<file path="config.mk">
export PLATFORM = sky130hd
export DESIGN_NAME = servo_sequencer
export DESIGN_NICKNAME = d
export VERILOG_FILES = /design/src/rtl/servo_sequencer.sv
export SDC_FILE = /design/constraint.sdc
export NUM_CORES = 1
export LEC_CHECK = 0
export CORE_ASPECT_RATIO = 2
export CORE_MARGIN = 8
export CORE_UTILIZATION = 59
export CTS_BUF_LIST = sky130_fd_sc_hd__clkbuf_2 sky130_fd_sc_hd__clkbuf_4 sky130_fd_sc_hd__clkbuf_8
export CTS_CLUSTER_DIAMETER = 40
export CTS_CLUSTER_SIZE = 16
export DETAILED_ROUTE_END_ITERATION = 8
export PLACE_DENSITY = 0.93
export SETUP_SLACK_MARGIN = 0.02
export SLEW_MARGIN = 20
export SYNTH_ARGS = -nofsm -noshare
export SYNTH_HDL_FRONTEND = slang
export SYNTH_SLANG_ARGS = --single-unit
</file>
<file path="constraint.sdc">
create_clock -name clk -period 3.41 [get_ports clk]
set_input_delay 0.682 -clock clk [delete_from_list [all_inputs] [get_ports clk]]
set_output_delay 0.682 -clock clk [all_outputs]
set_load 0.03 [all_outputs]
</file>
<file path="src/rtl/servo_sequencer.sv">
// Five-channel duty-code sequencer: holds a target per channel and slews each
// duty_cycle output toward it by one code per STEP_TICKS clocks.
module servo_sequencer #(
  parameter int STEP_TICKS = 100000,
  parameter int DUTY_MAX   = 100,
  parameter int RESET_DUTY = 50
) (
  input  logic       clk,
  input  logic       reset,
  input  logic       sync_mode,
  input  logic       cmd_valid,
  output logic       cmd_ready,
  input  logic [2:0] cmd_ch,
  input  logic [6:0] cmd_target,
  output logic [6:0] duty_cycle_1,
  output logic [6:0] duty_cycle_2,
  output logic [6:0] duty_cycle_3,
  output logic [6:0] duty_cycle_4,
  output logic [6:0] duty_cycle_5,
  output logic [4:0] ch_busy,
  output logic       all_idle,
  output logic       cmd_err
);

  localparam int              CW       = (STEP_TICKS > 1) ? $clog2(STEP_TICKS) : 1;
  localparam logic [CW-1:0]   CNT_LAST = CW'(STEP_TICKS - 1);
  localparam logic [6:0]      DMAX     = 7'(DUTY_MAX);
  localparam logic [6:0]      RST_DUTY = 7'(RESET_DUTY);

  logic [CW-1:0] cnt;
  logic [6:0]    cur [5];
  logic [6:0]    tgt [5];
  logic          step;
  logic          accept;
  logic          illegal;
  logic [6:0]    tgt_val;
  logic [4:0]    wr_mask;

  assign step      = (cnt == CNT_LAST);
  assign cmd_ready = ~sync_mode | all_idle;
  assign accept    = cmd_valid & cmd_ready;
  assign tgt_val   = (cmd_target > DMAX) ? DMAX : cmd_target;
  assign illegal   = accept & ((cmd_ch == 3'd5) | (cmd_ch == 3'd6));

  always_comb begin
    wr_mask = '0;
    if (accept) begin
      if (cmd_ch == 3'd7)
        wr_mask = '1;
      else if (cmd_ch < 3'd5)
        wr_mask = 5'b00001 << cmd_ch;
    end
  end

  always_comb begin
    ch_busy = '0;
    for (int unsigned i = 0; i < 5; i++)
      ch_busy[i] = (cur[i] != tgt[i]);
  end

  assign all_idle = ~|ch_busy;

  always_ff @(posedge clk or negedge reset) begin
    if (!reset)
      cnt <= '0;
    else if (step)
      cnt <= '0;
    else
      cnt <= cnt + 1'b1;
  end

  always_ff @(posedge clk or negedge reset) begin
    if (!reset)
      cmd_err <= 1'b0;
    else
      cmd_err <= illegal;
  end

  // A channel whose target is being written this edge skips the step so the
  // move always starts from the new target's first eligible step edge.
  always_ff @(posedge clk or negedge reset) begin
    if (!reset) begin
      for (int unsigned i = 0; i < 5; i++) begin
        cur[i] <= RST_DUTY;
        tgt[i] <= RST_DUTY;
      end
    end else begin
      for (int unsigned i = 0; i < 5; i++) begin
        if (wr_mask[i])
          tgt[i] <= tgt_val;
        else if (step) begin
          if (cur[i] < tgt[i])
            cur[i] <= cur[i] + 7'd1;
          else if (cur[i] > tgt[i])
            cur[i] <= cur[i] - 7'd1;
        end
      end
    end
  end

  assign duty_cycle_1 = cur[0];
  assign duty_cycle_2 = cur[1];
  assign duty_cycle_3 = cur[2];
  assign duty_cycle_4 = cur[3];
  assign duty_cycle_5 = cur[4];

endmodule

</file>
* After elaboration in Yosys (flattened, before gate mapping)
Cells that the tools add are included.
** Operators by class
- Reductions and logical operators :: 12
- Equality and inequality tests :: 9
- Add/sub/neg operators :: 11
- Magnitude comparators :: 12
- Muxes and demuxes :: 15
- Bitwise operators :: 10
- Shift-type cells :: 1
** Operators by type and width (number)
- $mux W7 :: 11
- $add A7 B1 Y7 const B :: 5
- $gt A7 B7 Y1 :: 5
- $lt A7 B7 Y1 :: 5
- $ne A7 B7 Y1 :: 5
- $sub A7 B1 Y7 const B :: 5
- $add A17 B1 Y17 const B :: 1
- $eq A17 B17 Y1 const B :: 1
- $mux W17 :: 1
- $mux W5 :: 3
- $reduce_and A3 Y1 :: 5
- $reduce_bool A2 Y1 :: 5
- $eq A3 B3 Y1 const B :: 3
- $gt A7 B7 Y1 const B :: 1
- $not A1 Y1 :: 6
- $reduce_or A5 Y1 :: 1
- $shl A1 B3 Y5 const A :: 1
- $lt A3 B3 Y1 const B :: 1
- $and A1 B1 Y1 :: 2
- $or A1 B1 Y1 :: 2
- $logic_not A1 Y1 :: 1
** Storage, ports and cells
- Output and inout port bits :: 43
- Bits in registers :: 88
- Input port bits :: 14

* Depth between registers and ports, before layout
Gate-level depths: netlist (run 1).
- Depth after elaboration :: 8
- Depth in mapped cells :: 13

* Worst setup path after synthesis (run 1)
No wires, ideal clock.
- Kind :: register to register
- Start point :: reg cur, in the netlist duty_cycle_4[1]
- End point :: reg cur, in the netlist duty_cycle_4[6]
- Path slack :: 0.343 ns
- Path buffers :: 0
- Period minus slack after synthesis :: 3.067 ns
- Data arrival time :: 2.986 ns
- Cell stages (with the launch flop) :: 13
- Library setup time :: 0.081 ns
- Required time :: 3.329 ns
- Cell sequence :: dfstp_2 > ha_1 > nor2b_1 > o211ai_1 > a21o_1 > nand2_1 > fa_1 > a211oi_1 > o21bai_1 > a21oi_1 > and3b_1 > o21ai_0 > xnor2_1
** On the way
- Word-level cells in the longest chain between the ends :: 8
- Elaborated cells between the ends (all ways) :: 15
** RTL lines
- start, declared :: line 31 : logic [6:0] cur [5];
- start signal, assigned by index :: line 93 : cur[i] <= cur[i] + 7'd1;
- start signal, assigned by index :: line 95 : cur[i] <= cur[i] - 7'd1;
- $ne A7 B7 Y1 :: line 58 : ch_busy[i] = (cur[i] != tgt[i]);
- $reduce_or A5 Y1 :: line 61 : assign all_idle = ~|ch_busy;
- $logic_not A1 Y1 :: line 61
- $or A1 B1 Y1 :: line 40 : assign cmd_ready = ~sync_mode | all_idle;
- $and A1 B1 Y1 :: line 41 : assign accept = cmd_valid & cmd_ready;
- $mux W5 :: line 47 : if (accept) begin
- $not A1 Y1 (no line)
- $reduce_and A3 Y1 (no line)
Parallel ways exist; a longest one is shown, timed or not. The select of a mux whose other input is x is not followed.
A chain may end at the register's enable or synchronous reset.

* Final worst setup path (run 1)
- Start point :: reg tgt[1] (netlist name)
- End point :: reg cur, in the netlist duty_cycle_5[6]
** On the way
- Word-level cells in the longest chain between the ends :: 8
- Elaborated cells between the ends (all ways) :: 12
** RTL lines
- start, declared :: line 32 : logic [6:0] tgt [5];
- start signal, assigned by index :: line 90 : tgt[i] <= tgt_val;
- $ne A7 B7 Y1 :: line 58
- $reduce_or A5 Y1 :: line 61
- $logic_not A1 Y1 :: line 61
- $or A1 B1 Y1 :: line 40
- $and A1 B1 Y1 :: line 41
- $mux W5 :: line 47
- $not A1 Y1 (no line)
- $reduce_and A3 Y1 (no line)
Parallel ways exist; a longest one is shown, timed or not.

==> impl_metrics.yaml, run 1 <==
setup_path:
  timing.critical_path.fanout_max: 6
  timing.critical_path.to_type: "flip-flop"
  regToRegSetupSlack_ns: 0.06
  critical_path.max_stage_delay_ns: 0.55
  crit_path_top_delay_cell: "dfstp_2"
  worst_setup_sp_type: "flip-flop"
  cpLargestDelayFamily: "compound AO/OA/AOI/OAI gates"
  setup.worst_path.class: "reg -> reg"
  r2r-start: "tgt[1]"
  worst-path-buf-inv: 1
  critical_path.reg2reg.endpoint: "duty_cycle_5[6]"
  rr_worst_depth: 13
  data_required_time_at_the_worst_endpoint_ns: 3.69
  arrival_ns: 3.63
  timing.critical_path.cells: "inv_1 > ha_1 > nor2b_1 > o21ai_1 > a21oi_1 > nand2b_2 > fa_1 > a211oi_2 > o21bai_1 > a21oi_1 > nor3_1 > o21ai_1 > xnor2_1"
grt:
  grt.overflow.total: 0
  first_pass_grt_wire_length_um: 23500
  use_met2_pct: 40.8
  groute.layer.met1.usage_pct: 22.1
  track_usage_pct: 22.4
  grt_pass1_vias: 4906
  grt_use_met3_pct: 4.03
  busiest_layer_in_global_routing: "met2"
  grt_max_degree: 36
  antenna_violations_before_repair: 0
power_and_ir_drop:
  p_per_area_nw_per_um2: 444
  power_leakage_uw: 0.00304
  irDropWorstVdd_mv: 0.349
synth:
  synth_simple_gate_area_share_pct: 11.7
  dominant_combinational_cell_family_by_area_after_synthesis: "adder cells"
  postSynthNetCount: 610
  post_synthesis_share_of_cell_area_spent_on_xor_and_xnor_gates_pct: 6.92
  post_synth_mux_area_share_pct: 7.49
  syn_avg_cell_area_um2: 10.5
  synth_sequential_area_ratio_pct: 40.2
  synthesis.area_um2: 5570
  synth-main-ff-cell: "dfrtp_1"
  ys_ff_latch: 88
  ys_types: 46
  synth-edff-count: 0
  synth_compound_area_share_pct: 14.6
  netlist_instances: 530
  ys_warn_count: 0
  adder_and_majority_cell_fraction_of_the_synthesized_area_pct: 15.5
  synth_async_sr_flop_share_pct: 100
cts:
  clock_tree.htree_level_count: 3
  root_buffer: "clkbuf_8"
  cts.reportedPaths.clkPinSlew_ns: 0.09
  clock_latency_ns: 0.37
  clock_sinks: 88
  cts_tree: "done"
  cts-root-to-sink-buffers: 2
  ctsHoldBuffers: 0
  cts_buffers: 9
timing:
  post-route-min-period_ns: 3.35
  max-slew-margin-rel_pct: 65.3
  max_slew.worst_pin.slew_ns: 0.519
  clock-skew-final_ns: 0.0121
  layout_worst_path_cycle_share_pct: 98.1
  timing_hold_violations_final: 0
  report.final.setup_viol: 0
  max_freq_mhz: 299
  drv_slew: 0
floorplan:
  start_util_pct: 60.1
  floorplan.io_pins: 57
  die_x_um: 84.7
  row_count: 50
  dieHeight_um: 153
  core_region_area_um2: 9260
  die_area_um2: 13000
drt:
  drc: 0
  routed_wire_length_per_instance_um: 20.0
  routed_wl_um: 14300
  viasPerCell: 6.24
  drt.antenna.violating_nets: 0
  drt_iter0_drc: 280
  num_vias: 4448
  drt-pass1-iter-count: 7
cells_and_area:
  finish.instance_area_um2: 6640
  layout.cells.non_filler: 713
  synthToLayoutAreaGrowth_pct: 19.3
  mostFrequentLayoutCells: "ha_1, dfrtp_1, clkdlybuf4s50_1, inv_1, a21oi_1"
  nets: 684
  antenna_cells_inserted: 0
  final_layout_size_suffix_gt1_share_pct: 20.4
min_path:
  worstHoldPathType: "in -> async"
place:
  gpl.final_weighted_congestion: 0.881
  placedCellCount: 694
  post-dp-hpwl_um: 10200
  placement.cell_area_um2: 6280
  io_buffer_count: 56
outcome:
  run_status: "completed"
flow_run:
  drv.max_cap_violation_count: 0
## metrics by stage
stage	total power, uW	utilization [%]	hold slack, ns	setup TNS, ns	worst slack (ns)
finish	2940	71.7	0.254	0	0.0637
global route	3080	71.7	0.286	-0.0169	-0.0169
CTS	2900	71.2	0.269	0	0.0213
detailed placement	1980	67.9	0.495	0	0.0355
global placement	1910	67.9	0.472	0	0.152
floorplan	1750	-	0.386	0	0.343
## report_power, final
group          internal, uW  switching, uW
logic                   337            454
clock network           511            399
registers              1180           62.6
total                  2030            915
## cell families (layout without fill, tap and decap cells)
logic type | count (synthesis) | after routing
AOI/OAI and AO/OA | 124 | 124
adders and majority gates | 66 | 66
and+or+nand+nor | 125 | 125
xor gates and xnor gates | 44 | 44
muxes | 37 | 37
DFF | 88 | 88
buffers and inverters | 46 | 125
## per-layer routing
metal  share of wire (%)  up-vias
met5                   0        -
met4                 5.3        0
met3                 5.3       64
met2                  54      184
met1                  35     2176
li1                    -     2024
## area by class of cell
type | instances | area [um2]
multi-input cells | 396 | 3200
inverters | 42 | 170
clock inverters | 6 | 115
flip-flops and latches | 88 | 2240
fillers | 598 | 2620
clock buffers | 10 | 138
well taps | 104 | 130
repair buffers | 67 | 641
## sequential cells by signal, summed over array words and instances (netlist names)
register      flops
duty_cycle_3      7
duty_cycle_5      7
duty_cycle_4      7
duty_cycle_2      7
duty_cycle_1      7
cmd_err           1
cnt              17
tgt              35
## timing repair
action / 4_1_cts / 5_1_grt
buffers inserted: 2 / 1
gates resized for setup: 10 / 15
pin swaps: 2 / 4
setup endpoints to repair: 4 / 6
endpoints found under the hold margin: 0 / 0
## worst register-to-register path, delay by kind of cell, from the launching register on
family                   cells  cell delay, ns
AO/OA/AOI/OAI                6            1.18
XOR/XNOR                     1            0.17
adder cells (fa/ha/maj)      2            0.77
buffers and inverters        1            0.05
flip-flops                   1            0.55
AND/OR/NAND/NOR              3            0.53
## synth_stat cells, types with 2 or more instances
cell type	number	share of area [%]
dfstp_2	30	14
dfrtp_1	58	26
o21ai_0	36	3.2
a31oi_1	4	0.45
nor2_2	2	0.22
a21o_1	11	1.5
nand4_1	7	0.79
and3_1	7	0.79
mux2_1	8	1.6
mux2_2	29	5.9
o21bai_1	10	1.3
xor2_1	12	1.9
fa_1	5	1.8
nand3_1	12	1.1
nand2_1	33	2.2
or2_2	5	0.56
a21boi_0	3	0.40
o211ai_1	3	0.40
and2_1	4	0.45
xnor2_1	32	5.0
nor3_1	8	0.72
inv_1	41	2.8
nor2_1	26	1.8
nor2b_1	6	0.67
ha_1	61	14
o21a_1	6	0.81
a21oi_1	38	3.4
and3b_1	3	0.47
a211oi_4	4	1.4
a211oi_1	5	0.67
and4_1	3	0.47
nand2_4	3	0.61
or4_1	2	0.27
## how the worst max path moves through the flow
| stage | cells after the start | end | startpoint | slack [ns] |
|---|---|---|---|---|
| after CTS | 8 | cmd_ready | tgt[5] | 0.02 |
| after global routing | 13 | duty_cycle_5[6] | tgt[1] | -0.02 |
| after detailed placement | 13 | duty_cycle_5[6] | tgt[1] | 0.04 |
| final | 13 | duty_cycle_5[6] | tgt[1] | 0.06 |
| after global placement | 7 | all_idle | tgt[19] | 0.15 |
| after floorplan | 12 | duty_cycle_4[6] | duty_cycle_4[1] | 0.34 |
No activity file was read; power rests on OpenSTA's default activity.
==> run 2: changes to the inputs <==
--- a/config.mk
+++ b/config.mk
@@ -14,2 +14,3 @@
 export DETAILED_ROUTE_END_ITERATION = 8
+export GPL_TIMING_DRIVEN = 0
 export PLACE_DENSITY = 0.93
--- a/constraint.sdc
+++ b/constraint.sdc
@@ -3,2 +3,2 @@
 set_output_delay 0.682 -clock clk [all_outputs]
-set_load 0.03 [all_outputs]
+set_load 0.05 [all_outputs]
==> run 2 against run 1 <==
Compared with the run above: clock-buffer cell count rose by 2; critical endpoint is now duty_cycle_3[6]; non-clock buffer count fell by 4; clock power is 15% lower; highest routed layer unchanged; first-iteration DRC count is 18% lower; combinational power decreased by 2%; sequential share of layout area grew 0.34 points.
==> impl_metrics.yaml, run 2 (synthesized netlist as in run 1, its figures left out) <==
floorplan:
  dieHeight_um: 153
  start_util_pct: 60.1
  row_count: 50
  core_region_area_um2: 9260
  die_x_um: 84.7
  floorplan.io_pins: 57
  die_area_um2: 13000
setup_path:
  setup.worst_path.class: "reg -> reg"
  critical_path.max_stage_delay_ns: 0.54
  timing.critical_path.fanout_max: 6
  arrival_ns: 3.62
  crit_path_top_delay_cell: "dfstp_2"
  timing.critical_path.mode_cell: "a21oi_1"
  timing.critical_path.cells: "inv_1 > ha_1 > a21o_1 > a21oi_1 > nand2_2 > fa_2 > a211oi_2 > o21bai_1 > a21oi_1 > and3b_1 > o21ai_0 > xnor2_1"
  cpLargestDelayFamily: "compound AO/OA/AOI/OAI gates"
  worst-path-buf-inv: 1
  worst_setup_sp_type: "flip-flop"
  data_required_time_at_the_worst_endpoint_ns: 3.71
  timing.critical_path.to_type: "flip-flop"
place:
  gpl.final_weighted_congestion: 0.892
  placedCellCount: 691
  placement.cell_area_um2: 6280
  io_buffer_count: 56
  post-dp-hpwl_um: 9960
cts:
  cts_buffers: 9
  cts.reportedPaths.clkPinSlew_ns: 0.09
  cts-root-to-sink-buffers: 2
  clock_latency_ns: 0.38
  cts_tree: "done"
  clock_sinks: 88
  root_buffer: "clkbuf_8"
  clock_tree.htree_level_count: 3
timing:
  timing_hold_violations_final: 0
  max_slew.worst_pin.slew_ns: 0.559
  max-slew-margin-rel_pct: 62.6
  final.hold.worst_slack_ns: 0.241
  max_freq_mhz: 301
  rsz0062_at_grt: "true"
  clock-skew-final_ns: 0.0116
  report.final.setup_viol: 0
  drv_slew: 0
  post-route-min-period_ns: 3.32
  layout_worst_path_cycle_share_pct: 97.5
drt:
  num_vias: 4314
  drt_iter0_drc: 230
  drt-pass1-iter-count: 4
  routed_wire_length_per_instance_um: 18.3
  drt.antenna.violating_nets: 0
  drc: 0
  viasPerCell: 6.08
  routed_wl_um: 13000
grt:
  track_usage_pct: 20.6
  grt_max_degree: 57
  grt.overflow.total: 0
  first_pass_grt_wire_length_um: 21500
  grt_pass1_vias: 4646
  antenna_violations_before_repair: 0
power_and_ir_drop:
  irDropWorstVdd_mv: 0.349
  p_total_uw: 2780
  power_leakage_uw: 0.00302
  p_per_area_nw_per_um2: 423
cells_and_area:
  layout.cells.non_filler: 709
  synthToLayoutAreaGrowth_pct: 18.1
  final_core_utilization_pct: 71.0
  largest_register: "tgt"
  final_common_cell: "ha_1"
  finish.instance_area_um2: 6570
  final_layout_size_suffix_gt1_share_pct: 19.3
  largest_register_ffs: 35
  nets: 680
  mostFrequentLayoutCells: "ha_1, dfrtp_1, clkdlybuf4s50_1, inv_1, a21oi_1"
  top_flop_regs: "tgt (35), cnt (17)"
  antenna_cells_inserted: 0
flow_run:
  drv.max_cap_violation_count: 0
outcome:
  run_status: "completed"
min_path:
  worstHoldPathType: "in -> async"
==> run 2: cell count changes in the layout (fill, tap and decap cells not counted), moves of 2 or more <==
cell / change
buf_6: +2
ha_1: +2
bufinv_16: -2
buf_4: -8
ha_4: -2
inv_2: -2
inv_1: +2
==> run 2: what timing repair did <==
action	CTS	global route
cloned	0	0
setup endpoints to repair	3	7
buffers inserted	0	2
hold buffers	0	0
pin swaps	2	1
gates resized for setup	15	16
==> run 2: final timing paths <==
kind / startpoint / end / slack [ns] / cells past startpoint
max: tgt[19] / duty_cycle_3[6] / 0.09 / 12
min: reset / duty_cycle_5[3] / 0.24 / 1
max reg2reg: tgt[19] / duty_cycle_3[6] / 0.09 / 12
min reg2reg: cnt[11] / cnt[11] / 0.50 / 1
max in group asynchronous: reset / duty_cycle_3[4] / 2.48 / 2
min in group clk: cnt[11] / cnt[11] / 0.50 / 1
==> run 2: final cells by class <==
| cell class | count | area [um2] |
|---|---|---|
| Fill cell | 620 | 2690 |
| Tap cell | 104 | 130 |
| Multi-Input combinational cell | 396 | 3190 |
| Buffer | 4 | 27.5 |
| Inverter | 42 | 170 |
| Clock inverter | 4 | 52.6 |
| Sequential cell | 88 | 2240 |
| Clock buffer | 12 | 159 |
| Timing Repair Buffer | 59 | 607 |
==> run 2: power by group <==
part	total, uW	switching (uW)	internal [uW]
Combinational	773	447	326
Clock	769	380	388
Sequential	1240	58.9	1180
Total	2780	886	1900
==> run 2: through the flow <==
step	setup TNS [ns]	setup slack (ns)
floorplan	0	0.0536
global route	-0.135	-0.135
finish	0	0.0861
global placement	-92.42	-1.40
detailed placement	-0.323	-0.223
CTS	0	0.0254
==> run 2: layer usage <==
| layer | share of wire [%] | track usage [%] | vias to the layer above |
|---|---|---|---|
| met1 | 37 | 20.4 | 2128 |
| met5 | 0 | 0 | - |
| met3 | 3.9 | 4.56 | 53 |
| met2 | 55 | 37.7 | 121 |
| met4 | 4.0 | 11.8 | 0 |
| li1 | - | - | 2012 |
==> run 3: changes to the inputs <==
- CORE_ASPECT_RATIO: 2 -> not set
==> run 3 against run 2 <==
Compared with the run above: fmax down 0.44%; register-to-register slack better by 0.08 ns; clock skew down 0.0052 ns; combinational power hardly changed; sequential cell count is the same; worst setup slack got worse by 0.015 ns; largest power group unchanged; total power is 1.7% lower; die area decreased by 1.5%; first-iteration DRC count is 17% lower; final area increased by 0.19%; sequential power about the same; non-clock buffer count increased by 4.
==> impl_metrics.yaml, run 3 (synthesized netlist as in run 1, its figures left out) <==
cells_and_area:
  largest_register_ffs: 35
  mostFrequentLayoutCells: "ha_1, dfrtp_1, clkdlybuf4s50_1, inv_1, a21oi_1"
  top_flop_regs: "tgt (35), cnt (17)"
  nets: 684
  final_core_utilization_pct: 71.6
  synthToLayoutAreaGrowth_pct: 18.3
  regArea_um2: 2240
  final_layout_size_suffix_gt1_share_pct: 19.7
  final_common_cell: "ha_1"
  multi_input_comb_area_um2: 3170
  filler_cell_count: 626
  antenna_cells_inserted: 0
  largest_register: "tgt"
drt:
  num_vias: 4329
  routed_wl_um: 12700
  routed_wire_length_per_instance_um: 17.6
  drt_iter0_drc: 192
  drc: 0
  viasPerCell: 6.01
  drt-pass1-iter-count: 4
  drt.antenna.violating_nets: 0
floorplan:
  core_region_area_um2: 9200
  die_area_um2: 12800
  row_count: 35
  start_util_pct: 60.5
  floorplan.io_pins: 57
  die_x_um: 113
  dieHeight_um: 113
setup_path:
  worst-path-buf-inv: 3
  timing.critical_path.fanout_max: 6
  data_required_time_at_the_worst_endpoint_ns: 2.73
  worst_setup_sp_type: "flip-flop"
  cpLargestDelayFamily: "simple AND/OR/NAND/NOR gates"
  arrival_ns: 2.66
  timing.critical_path.to_type: "primary output"
  crit_path_top_delay_cell: "or4_4"
  setup.worst_path.class: "reg -> out"
  timing.critical_path.cells: "inv_1 > ha_1 > nand4_1 > or4_4 > o41a_4 > clkinv_8 > buf_8"
  critical_path.max_stage_delay_ns: 0.59
timing:
  max_slew.worst_pin.slew_ns: 0.517
  timing_hold_violations_final: 0
  post-route-min-period_ns: 3.34
  max-slew-margin-rel_pct: 65.4
  layout_worst_path_cycle_share_pct: 97.9
  clock-skew-final_ns: 0.00646
  report.final.setup_viol: 0
  max_freq_mhz: 300
  drv_slew: 0
  fin_tns_setup_ns: 0
cts:
  cts_buffers: 9
  ctsHoldBuffers: 0
  clock_latency_ns: 0.37
  clock_sinks: 88
  cts-root-to-sink-buffers: 2
  cts_tree: "done"
  cts.reportedPaths.clkPinSlew_ns: 0.09
  clock_tree.htree_level_count: 3
  root_buffer: "clkbuf_8"
grt:
  grt_pass1_vias: 4547
  grt_max_degree: 61
  track_usage_pct: 20.1
  first_pass_grt_wire_length_um: 21100
  antenna_violations_before_repair: 0
  grt.overflow.total: 0
place:
  io_buffer_count: 56
  gpl.final_weighted_congestion: 0.842
  post-dp-hpwl_um: 9440
power_and_ir_drop:
  irDropWorstVdd_mv: 0.294
  p_total_uw: 2730
  power_leakage_uw: 0.00303
  p_per_area_nw_per_um2: 415
min_path:
  worstHoldPathType: "in -> async"
flow_run:
  drv.max_cap_violation_count: 0
outcome:
  run_status: "completed"
-- run 3: changes by cell type in the layout (fill, tap and decap cells not counted), sizes merged --
cell / delta
clkinv: +1
buf: +4
clkbuf: -3
clkinvlp: +2
-- run 3: layout make-up --
| cell class | instances | share of cell area [%] |
|---|---|---|
| clock inverter | 7 | 1.10 |
| clock buffer | 9 | 1.88 |
| sequential | 88 | 34.0 |
| tap | 111 | 2.11 |
| timing repair buffer | 63 | 9.67 |
| multi-input combinational | 396 | 48.2 |
| buffer | 4 | 0.418 |
| inverter | 42 | 2.58 |
-- run 3: stage by stage --
step,hold WS [ns],area [um2],setup WS (ns),instances
finish,0.227,6580,0.0712,720
floorplan,0.386,5570,0.0536,530
CTS,0.237,6490,0.0154,715
detailed placement,0.476,6290,-0.262,698
global placement,0.464,6270,-1.32,697
global route,0.253,6580,-0.0328,720
-- run 3: repair_timing --
action	in CTS	in global routing
resized for setup	12	19
setup endpoints to repair	2	7
buffers inserted	1	5
pin swaps	1	1
endpoints found under the hold margin	0	0
-- run 3: power by group --
| part | leakage (uW) | internal [uW] | switching (uW) |
|---|---|---|---|
| sequential | 0.00105 | 1180 | 59.1 |
| combinational | 0.00188 | 321 | 449 |
| clock | 0.0000952 | 338 | 385 |
-- run 3: worst paths after layout --
kind / start / to / slack (ns) / cells after the start
setup / recovery: tgt[5] / cmd_ready / 0.07 / 7
hold / removal: reset / duty_cycle_2[3] / 0.23 / 1
setup reg to reg: tgt[15] / duty_cycle_3[6] / 0.17 / 13
hold reg to reg: tgt[2] / tgt[2] / 0.50 / 2
max in group asynchronous: reset / tgt[33] / 2.52 / 2
min in group clk: tgt[2] / tgt[2] / 0.50 / 2
-- run 3: routing by layer --
layer,wire (um),GRT usage [%],part of all wire [%]
met1,5180,23.4,41
met2,6330,34.4,50
met3,794,4.37,6.3
met4,396,9.95,3.1
met5,0,0,0
